**src/rtl/imm_gen_pipe_pkg.sv**
```systemverilog
// Shared definitions for the immediate generator stage: opcodes, format codes,
// skid-buffer states and the XLEN legality check.
package imm_gen_pipe_pkg;

    localparam logic [6:0] OPCODE_OP_IMM = 7'b0010011;
    localparam logic [6:0] OPCODE_LOAD   = 7'b0000011;
    localparam logic [6:0] OPCODE_JALR   = 7'b1100111;
    localparam logic [6:0] OPCODE_STORE  = 7'b0100011;
    localparam logic [6:0] OPCODE_BRANCH = 7'b1100011;
    localparam logic [6:0] OPCODE_LUI    = 7'b0110111;
    localparam logic [6:0] OPCODE_AUIPC  = 7'b0010111;
    localparam logic [6:0] OPCODE_JAL    = 7'b1101111;
    localparam logic [6:0] OPCODE_SYSTEM = 7'b1110011;

    typedef enum logic [2:0] {
        FMT_I = 3'd0,
        FMT_S = 3'd1,
        FMT_B = 3'd2,
        FMT_U = 3'd3,
        FMT_J = 3'd4,
        FMT_Z = 3'd5
    } imm_fmt_e;

    typedef enum logic [1:0] {
        BUF_EMPTY = 2'd0,
        BUF_ONE   = 2'd1,
        BUF_FULL  = 2'd2
    } buf_state_e;

    function automatic bit xlenLegal(input int xlen);
        return (xlen == 32) || (xlen == 64);
    endfunction

endpackage

```
**src/rtl/pipe_skid_buf.sv**
```systemverilog
// Two-entry (main + skid) valid/ready buffer with flush; output is driven from
// the main entry and in_ready depends only on registered state.
module pipe_skid_buf
    import imm_gen_pipe_pkg::*;
#(
    parameter int unsigned W = 8
) (
    input  logic         clk,
    input  logic         rst,
    input  logic         flush,
    input  logic         in_valid,
    output logic         in_ready,
    input  logic [W-1:0] in_data,
    output logic         out_valid,
    input  logic         out_ready,
    output logic [W-1:0] out_data
);

    buf_state_e   r_state;
    buf_state_e   w_stateNext;
    logic [W-1:0] r_mainData;
    logic [W-1:0] r_skidData;
    logic         w_accept;
    logic         w_pop;
    logic         w_loadMain;
    logic         w_loadSkid;
    logic         w_skidToMain;

    assign in_ready  = (r_state != BUF_FULL);
    assign out_valid = (r_state != BUF_EMPTY);
    assign out_data  = r_mainData;
    assign w_accept  = in_valid & in_ready & ~flush;
    assign w_pop     = out_valid & out_ready;

    always_ff @(posedge clk or posedge rst) begin
        if (rst) begin
            r_state <= BUF_EMPTY;
        end else begin
            r_state <= w_stateNext;
        end
    end

    // Flush drops both entries; a pop in that cycle is still seen by the consumer.
    always_comb begin
        w_stateNext  = r_state;
        w_loadMain   = 1'b0;
        w_loadSkid   = 1'b0;
        w_skidToMain = 1'b0;
        if (flush) begin
            w_stateNext = BUF_EMPTY;
        end else begin
            case (r_state)
                BUF_EMPTY: begin
                    if (w_accept) begin
                        w_loadMain  = 1'b1;
                        w_stateNext = BUF_ONE;
                    end
                end
                BUF_ONE: begin
                    if (w_accept && w_pop) begin
                        w_loadMain = 1'b1;
                    end else if (w_accept) begin
                        w_loadSkid  = 1'b1;
                        w_stateNext = BUF_FULL;
                    end else if (w_pop) begin
                        w_stateNext = BUF_EMPTY;
                    end
                end
                BUF_FULL: begin
                    if (w_pop) begin
                        w_skidToMain = 1'b1;
                        w_stateNext  = BUF_ONE;
                    end
                end
                default: w_stateNext = BUF_EMPTY;
            endcase
        end
    end

    always_ff @(posedge clk or posedge rst) begin
        if (rst) begin
            r_mainData <= '0;
            r_skidData <= '0;
        end else begin
            if (w_loadMain) begin
                r_mainData <= in_data;
            end else if (w_skidToMain) begin
                r_mainData <= r_skidData;
            end
            if (w_loadSkid) begin
                r_skidData <= in_data;
            end
        end
    end

endmodule

```
**src/rtl/imm_gen_pipe.sv**
```systemverilog
// Registered RV32/RV64 immediate generator with a two-entry skid buffer.
// Define IMM_CSR_EN to decode SYSTEM as the Z (CSR uimm) format.
module imm_gen_pipe
    import imm_gen_pipe_pkg::*;
#(
    parameter int XLEN  = 32,
    parameter int TAG_W = 8
) (
    input  logic             clk,
    input  logic             rst,
    input  logic             in_valid,
    output logic             in_ready,
    input  logic [31:0]      in_instr,
    input  logic [TAG_W-1:0] in_tag,
    input  logic             flush,
    output logic             out_valid,
    input  logic             out_ready,
    output logic [XLEN-1:0]  out_imm,
    output logic [2:0]       out_fmt,
    output logic [TAG_W-1:0] out_tag
);

    localparam int PAYLOAD_W = XLEN + 3 + TAG_W;

    generate
        if (!xlenLegal(XLEN)) begin : g_badXlen
            $error("imm_gen_pipe: XLEN must be 32 or 64");
        end
        if (TAG_W < 1) begin : g_badTag
            $error("imm_gen_pipe: TAG_W must be at least 1");
        end
    endgenerate

    function automatic imm_fmt_e decodeFmt(input logic [6:0] opcode);
        imm_fmt_e fmt;
        fmt = FMT_I;
        case (opcode)
            OPCODE_STORE:              fmt = FMT_S;
            OPCODE_BRANCH:             fmt = FMT_B;
            OPCODE_LUI, OPCODE_AUIPC:  fmt = FMT_U;
            OPCODE_JAL:                fmt = FMT_J;
`ifdef IMM_CSR_EN
            OPCODE_SYSTEM:             fmt = FMT_Z;
`else
            OPCODE_SYSTEM:             fmt = FMT_I;
`endif
            default:                   fmt = FMT_I;
        endcase
        return fmt;
    endfunction

    // Every format but Z carries instr[31] in bit 31, so one signed widening covers XLEN=64.
    function automatic logic [XLEN-1:0] buildImm(input logic [31:0] instr, input imm_fmt_e fmt);
        logic [31:0] imm32;
        imm32 = '0;
        case (fmt)
            FMT_I: imm32 = {{21{instr[31]}}, instr[30:20]};
            FMT_S: imm32 = {{21{instr[31]}}, instr[30:25], instr[11:7]};
            FMT_B: imm32 = {{20{instr[31]}}, instr[7], instr[30:25], instr[11:8], 1'b0};
            FMT_U: imm32 = {instr[31:12], 12'b0};
            FMT_J: imm32 = {{12{instr[31]}}, instr[19:12], instr[20], instr[30:21], 1'b0};
            default: imm32 = '0;
        endcase
        if (fmt == FMT_Z) begin
            return XLEN'(instr[19:15]);
        end
        return XLEN'($signed(imm32));
    endfunction

    imm_fmt_e             w_fmt;
    logic [XLEN-1:0]      w_imm;
    logic [PAYLOAD_W-1:0] w_inPayload;
    logic [PAYLOAD_W-1:0] w_outPayload;

    assign w_fmt       = decodeFmt(in_instr[6:0]);
    assign w_imm       = buildImm(in_instr, w_fmt);
    assign w_inPayload = {w_imm, w_fmt, in_tag};

    pipe_skid_buf #(
        .W (PAYLOAD_W)
    ) u_skidBuf (
        .clk       (clk),
        .rst       (rst),
        .flush     (flush),
        .in_valid  (in_valid),
        .in_ready  (in_ready),
        .in_data   (w_inPayload),
        .out_valid (out_valid),
        .out_ready (out_ready),
        .out_data  (w_outPayload)
    );

    assign out_imm = w_outPayload[PAYLOAD_W-1 -: XLEN];
    assign out_fmt = w_outPayload[TAG_W +: 3];
    assign out_tag = w_outPayload[TAG_W-1:0];

endmodule

```
**config.mk**
```make
export PLATFORM = sky130hd
export DESIGN_NAME = imm_gen_pipe
export DESIGN_NICKNAME = d
export VERILOG_FILES = /design/src/rtl/imm_gen_pipe_pkg.sv /design/src/rtl/pipe_skid_buf.sv /design/src/rtl/imm_gen_pipe.sv
export SDC_FILE = /design/constraint.sdc
export NUM_CORES = 1
export LEC_CHECK = 0
export ABC_CLOCK_PERIOD_IN_PS = 4400
export CORE_AREA = 10 10 120 122
export DETAILED_ROUTE_END_ITERATION = 10
export DIE_AREA = 0 0 130 132
export GPL_ROUTABILITY_DRIVEN = 0
export PLACE_DENSITY = 0.66
export SLEW_MARGIN = 20
export SYNTH_ARGS = -nofsm -noshare
export SYNTH_HDL_FRONTEND = slang
export SYNTH_SLANG_ARGS = --single-unit
```
**constraint.sdc**
```tcl
create_clock -name clk -period 4.4 [get_ports clk]
set_input_delay 1.1 -clock clk [delete_from_list [all_inputs] [get_ports clk]]
set_output_delay 1.1 -clock clk [all_outputs]
set_load 0.02 [all_outputs]
```
Word-level counts from Yosys, hierarchy flattened --
Cells that the tools add are included.
Word-level totals: register bits 88, bits in latches 0, memory bits (writable) 0, ROM bits 0, input port bits 45, output and inout bits 45, word-level logic and storage cells 55, memories kept 0
Cells by class: add/sub/neg operators 0, $mul 0, div/mod/pow operators 0, $lt $le $gt $ge 0, equal/unequal tests 17, shift-type cells 0, multiplexer cells 24, bitwise gates (word level) 4, reductions and logical operators 7
Operators by type and width (count):
- one-hot mux 32 bit (5 select lines) | 1
- two-way mux 43 bit | 2
- two-way mux 32 bit | 2
- equality test 7 x 6 -> 1 bit, second input constant | 2
- equality test 7 bit, second input constant | 2
- two-way mux 2 bit | 6
- one-hot mux 3 bit (4 select lines) | 1
- two-way mux 1 bit | 10
- equality test 7 x 5 -> 1 bit, second input constant | 1
- equality test 3 x 2 -> 1 bit, second input constant | 2
- equality test 3 bit, second input constant | 2
- inequality test 3 x 2 -> 1 bit, second input constant | 2
- one-hot mux 2 bit (3 select lines) | 1
- inequality test 4 x 2 -> 1 bit, second input constant | 1
- AND reduction 4 bit | 1
- nonzero test 2 bit | 2
- bitwise AND 1 bit | 3
- equality test 3 x 1 -> 1 bit, second input constant | 1
- logical NOT 3 bit | 1
- inequality test 3 bit, second input constant | 1
- equality test 2 x 1 -> 1 bit, second input constant | 1
- equality test 2 bit, second input constant | 1
- logical NOT 2 bit | 1
- inequality test 2 bit, second input constant | 1
- 4 further kinds | 4

Logic depth before layout (Yosys ltp) --
depth in word-level cells 8, mapped depth 7, depth with buffers taken out 4

By module --
A second synthesis with hierarchy kept.
Unflattened totals: cell total of the unflattened synthesis 315, area total of the unflattened synthesis 4444.3 um^2
By module, submodules not included:
- pipe_skid_buf | instances 1, cells each 249, area each 3963.8 um^2, seq. area each 2202.1 um^2
- imm_gen_pipe | instances 1, cells each 66, area each 480.5 um^2, seq. area each 0.0 um^2

Worst setup path after synthesis --
No wires, ideal clock.
path type input -> register, from input port flush, to register u_skidBuf.r_mainData[42] (netlist: u_skidBuf.out_data[42]), library setup time 0.137 ns, arrival time 2.142 ns, data required time 4.263 ns, slack 2.121 ns, stages on the path 6, path buffers 3, path through buf_2 and4bb_2 buf_4 buf_4 mux2i_1 a21oi_1
On the way: longest elaborated chain between the ends 7, elaborated cells between the ends (all ways) 10, those cells by class mux (6); bitwise (2); reduce/logical (2)
RTL lines:
- start: declaration | line imm_gen_pipe.sv:15 | input logic flush,
- inverter 1 bit | line pipe_skid_buf.sv:32 | assign w_accept = in_valid & in_ready & ~flush;
- bitwise AND 1 bit | line pipe_skid_buf.sv:32
- logical AND 1 bit | line pipe_skid_buf.sv:60 | if (w_accept && w_pop) begin
- two-way mux 1 bit | line pipe_skid_buf.sv:60
- one-hot mux 1 bit (2 select lines) | line pipe_skid_buf.sv:52 | case (r_state)
- two-way mux 1 bit | line pipe_skid_buf.sv:49 | if (flush) begin
- two-way mux 43 bit or nonzero test 2 bit (tied branches)
- end signal: assignment | line pipe_skid_buf.sv:86 | r_mainData <= in_data;
- end signal: assignment | line pipe_skid_buf.sv:88 | r_mainData <= r_skidData;
- end: declaration | line pipe_skid_buf.sv:21 | logic [W-1:0] r_mainData;
Several ways; a longest one is shown, not always the timed one. A chain may end at the register's enable or synchronous reset.

Worst setup path after layout --
from input port in_instr[6], to register u_skidBuf.r_skidData[30]
On the way: longest elaborated chain between the ends 6, elaborated cells between the ends (all ways) 16, those cells by class eq/ne (10); mux (4); reduce/logical (2)
RTL lines:
- start: declaration | line imm_gen_pipe.sv:13 | input logic [31:0] in_instr,
- equality test 7 x 6 -> 1 bit or equality test 7 x 5 -> 1 bit (tied branches) | line imm_gen_pipe.sv:37 | case (opcode)
- OR reduction 2 bit | line imm_gen_pipe.sv:37
- one-hot mux 3 bit (4 select lines) * | line imm_gen_pipe.sv:37
- equality test 3 bit, or another cell as far along | line imm_gen_pipe.sv:56 | case (fmt)
- one-hot mux 32 bit (5 select lines) or two-way mux 1 bit (tied branches) | line imm_gen_pipe.sv:56, imm_gen_pipe.sv:64
- two-way mux 32 bit * | line imm_gen_pipe.sv:67 | return XLEN'($signed(imm32));
- end signal: assignment | line pipe_skid_buf.sv:91 | r_skidData <= in_data;
- end: declaration | line pipe_skid_buf.sv:22 | logic [W-1:0] r_skidData;
Mark *: on every way between the ends. The rest lies on a longest branch, timed or not.

==> results by group <==
Run status
  – Status: finished clean

Die
  – Die Width: about 130 um
  – Rows: 40
  – I/O Pins: 90
  – Placeable Area: 11910 sq um
  – Overall die height: 132 um
  – Initial core utilization: 34.80%
  – Die Area: 17160 sq um

Setup path
  – CP peak stage delay: 0.57 ns
  – CP Class: input port to flip-flop
  – Crit-path leading delay family: simple AND/OR/NAND/NOR gates
  – Crit path DAT: 3.30 ns
  – CP Capture Type: flip-flop
  – Worst setup SP type: input port
  – Worst path required time: 4.59 ns
  – CP Max Fanout: 20
  – Crit-path cells: clkdlybuf4s50_1 -> and4bb_4 -> nand3_1 -> nand4_1 -> o211ai_1
  – Critical Path Slowest Stage Cell: nand3_1
  – CP bufs+invs: 1

Synth
  – Synthesized cell area: 4145 sq um
  – Post-synth net total: 473
  – Seq cells post-synth: 88
  – Yosys cell types: 39
  – Avg Inst Size Synth: 9.685 sq um
  – Cells after synthesis: between 400 and 500
  – Synth area leaders: dfrtp_1 (53%), nand2_1 (7.8%), a211oi_1 (6.3%)
  – Register area share after synthesis: between 50 and 60%
  – Synth warn: 0
  – Synth top area share: 53.12%
  – Leading area contributor after synthesis: dfrtp_1

Pwr
  – Switching power: 0.0006878 W
  – Clock group share of total power: between 30% and 40%
  – Internal: 0.001668 W
  – Seq pwr share: a little under half
  – Pwr dens: 437.7 nW/um^2
  – Switch share: 29.19%
  – Combinational fraction of design power: 24.5%
  – Leakage: roughly 2.2 nW
  – Worst vdd ir: 0.1873 mV

Detailed routing
  – Drt wl/cell: 17.19 um
  – DR pass1 iterations: 4
  – Drt first-iter violations: 294
  – DRT antenna net count: 0
  – DRT Wirelength: 11.23 mm
  – Vias: 3385
  – Routed vias/inst: 5.184
  – Drt drc: 0

Timing
  – Final hold vios: 0
  – Slew headroom: 40.00%
  – Tightest Pin Transition: roughly 0.9 ns
  – Fin crit share: 70.76%
  – Final Critical Period: 3.114 ns
  – Max-slew violations: 0
  – Unrepaired setup endpoints after global routing: false
  – Setup TNS: 0 ns
  – Clock Skews: roughly 0.0065 ns
  – Endpoints failing setup: 0
  – Hold Slack: 0.4797 ns
  – Achievable Freq: around 320 MHz

Clock tree
  – CTS H-tree depth: 3
  – Total CTS buffers: 9
  – Cts repair resizes: 0
  – Clk buf depth: 2
  – Post-CTS Hold Fix Bufs: 0
  – Clock latency on the worst-skew pair: 0.34 ns
  – Postcts setup bufs: 0
  – Clk sinks: a little under 90
  – Clock root cell: clkbuf_16
  – CTS tree: done
  – Clock transition at path regs: 0.06 ns

Placed design
  – HPWL after detailed placement: between 7 and 8 mm
  – Placed cell count: 638
  – Buffers on Ports: 89

GRT
  – GRT Overall Usage: approximately an eighth
  – Grt total ovfl: 0
  – First-pass GRT wire length: 18.01 mm
  – Largest net degree at the start of global routing: 76
  – Vias in the first global route: 3365
  – Initial antenna violation count: 0

Finish
  – Filler cell count: 1139
  – Antenna diodes: 0
  – P&R area growth vs syn: 29.85%
  – Fin cells: 653
  – Util after Layout: between 40 and 50%
  – Most common cell after layout, fill and taps aside: clkdlybuf4s50_1
  – Share of layout cells above drive strength 1: approximately 6.3%
  – Final net count: ~550
  – Most frequent cells in the layout: clkdlybuf4s50_1 (89), dfrtp_1 (88), nand2_1 (86), a211oi_1 (35)

Min path
  – Worst min path class: flip-flop to flip-flop

Job
  – Max_cap viols: 0
-- per-stage QoR --
stage | power (W) | setup WS (ns) | instance area (sq um)
after global routing | 0.002489 | 1.182 | 5383
final | 0.002356 | 1.286 | 5383
after floorplan | 0.001390 | 1.021 | 4145
after global placement | 0.001647 | 1.051 | 5105
after detailed placement | 0.001669 | 0.9688 | 5105
after CTS | 0.002386 | 1.328 | 5379
-- cells by family after synthesis --
group,after synthesis,synth area share (%)
flops,88,53.12
mux,18,4.377
compound gates,124,18.35
buf+inv,36,4.769
simple gates,162,19.38
-- tightest hold or removal path: stages (launching register included) --
cell and delay, ns:
dfrtp_1 0.35, nand2_1 0.05, nand2_1 0.05
-- power groups by stage --
stage | Sequential (W) | Clock (W) | Combinational, W
after detailed placement | 0.00108 | 0 | 0.000584
after CTS | 0.00107 | 0.000726 | 0.000587
after floorplan | 0.00115 | 0 | 0.000241
after global routing | 0.00109 | 0.000761 | 0.000634
after global placement | 0.00108 | 0 | 0.000571
final | 0.00107 | 0.000708 | 0.000577
-- synth_stat cells --
cell / count
nor2_1: 12
o21ai_1: 31
nand2_1: 86
nand4_1: 2
and2_1: 2
o22a_1: 1
o32ai_1: 1
and4bb_2: 1
and4b_1: 1
buf_6: 3
nor2_2: 1
dfrtp_1: 88
and3_4: 1
mux2_2: 1
a22o_1: 1
and3_1: 5
buf_1: 1
or3_1: 1
a21oi_1: 31
o211ai_1: 9
nor2b_1: 26
nand2b_1: 4
a31oi_1: 8
inv_1: 4
nand4b_1: 1
mux2i_1: 17
buf_2: 23
a32oi_1: 1
nor3_2: 1
buf_4: 3
clkbuf_1: 2
o21a_1: 2
a211oi_1: 35
nor4_4: 1
and4bb_4: 1
nor3b_2: 1
nand3_1: 14
or2_2: 1
o21ai_0: 4
-- path summary, 6_finish.rpt --
path,start,endpoint,cells past startpoint,slack (ns)
max in group asynchronous,rst,u_skidBuf.r_skidData[36],3,2.35
worst max register to register,u_skidBuf.r_state[0],u_skidBuf.out_data[30],5,2.38
min in group asynchronous,rst,u_skidBuf.out_data[25],2,1.24
worst max-delay path,in_instr[6],u_skidBuf.r_skidData[30],5,1.29
worst min-delay path,u_skidBuf.r_skidData[1],u_skidBuf.r_skidData[1],2,0.48
worst min register to register,u_skidBuf.r_skidData[1],u_skidBuf.r_skidData[1],2,0.48
-- state kept, by name (all words and copies together) (netlist names) --
name                  count
u_skidBuf.out_data       43
u_skidBuf.r_skidData     43
u_skidBuf.r_state         2
-- per-layer routing --
layer  up-vias  routed length [um]  track usage [%]
li1       1649                   -                -
met1      1631                4981            17.19
met2        91                5265            20.21
met3        14                 784            3.660
met4         0                 196            5.750
met5         -                   0                0
-- final cells by class --
type | count | area [sq um] | share of cell area [%]
sequential | 88 | 2202 | 40.91
multi-input combinational | 304 | 1758 | 32.66
timing repair buffer | 95 | 948.4 | 17.62
clock buffer | 12 | 256.5 | 4.765
tap | 147 | 183.9 | 3.417
clock inverter | 3 | 17.52 | 0.3254
inverter | 4 | 16.27 | 0.3022
Power figures use the tool's default switching activity.
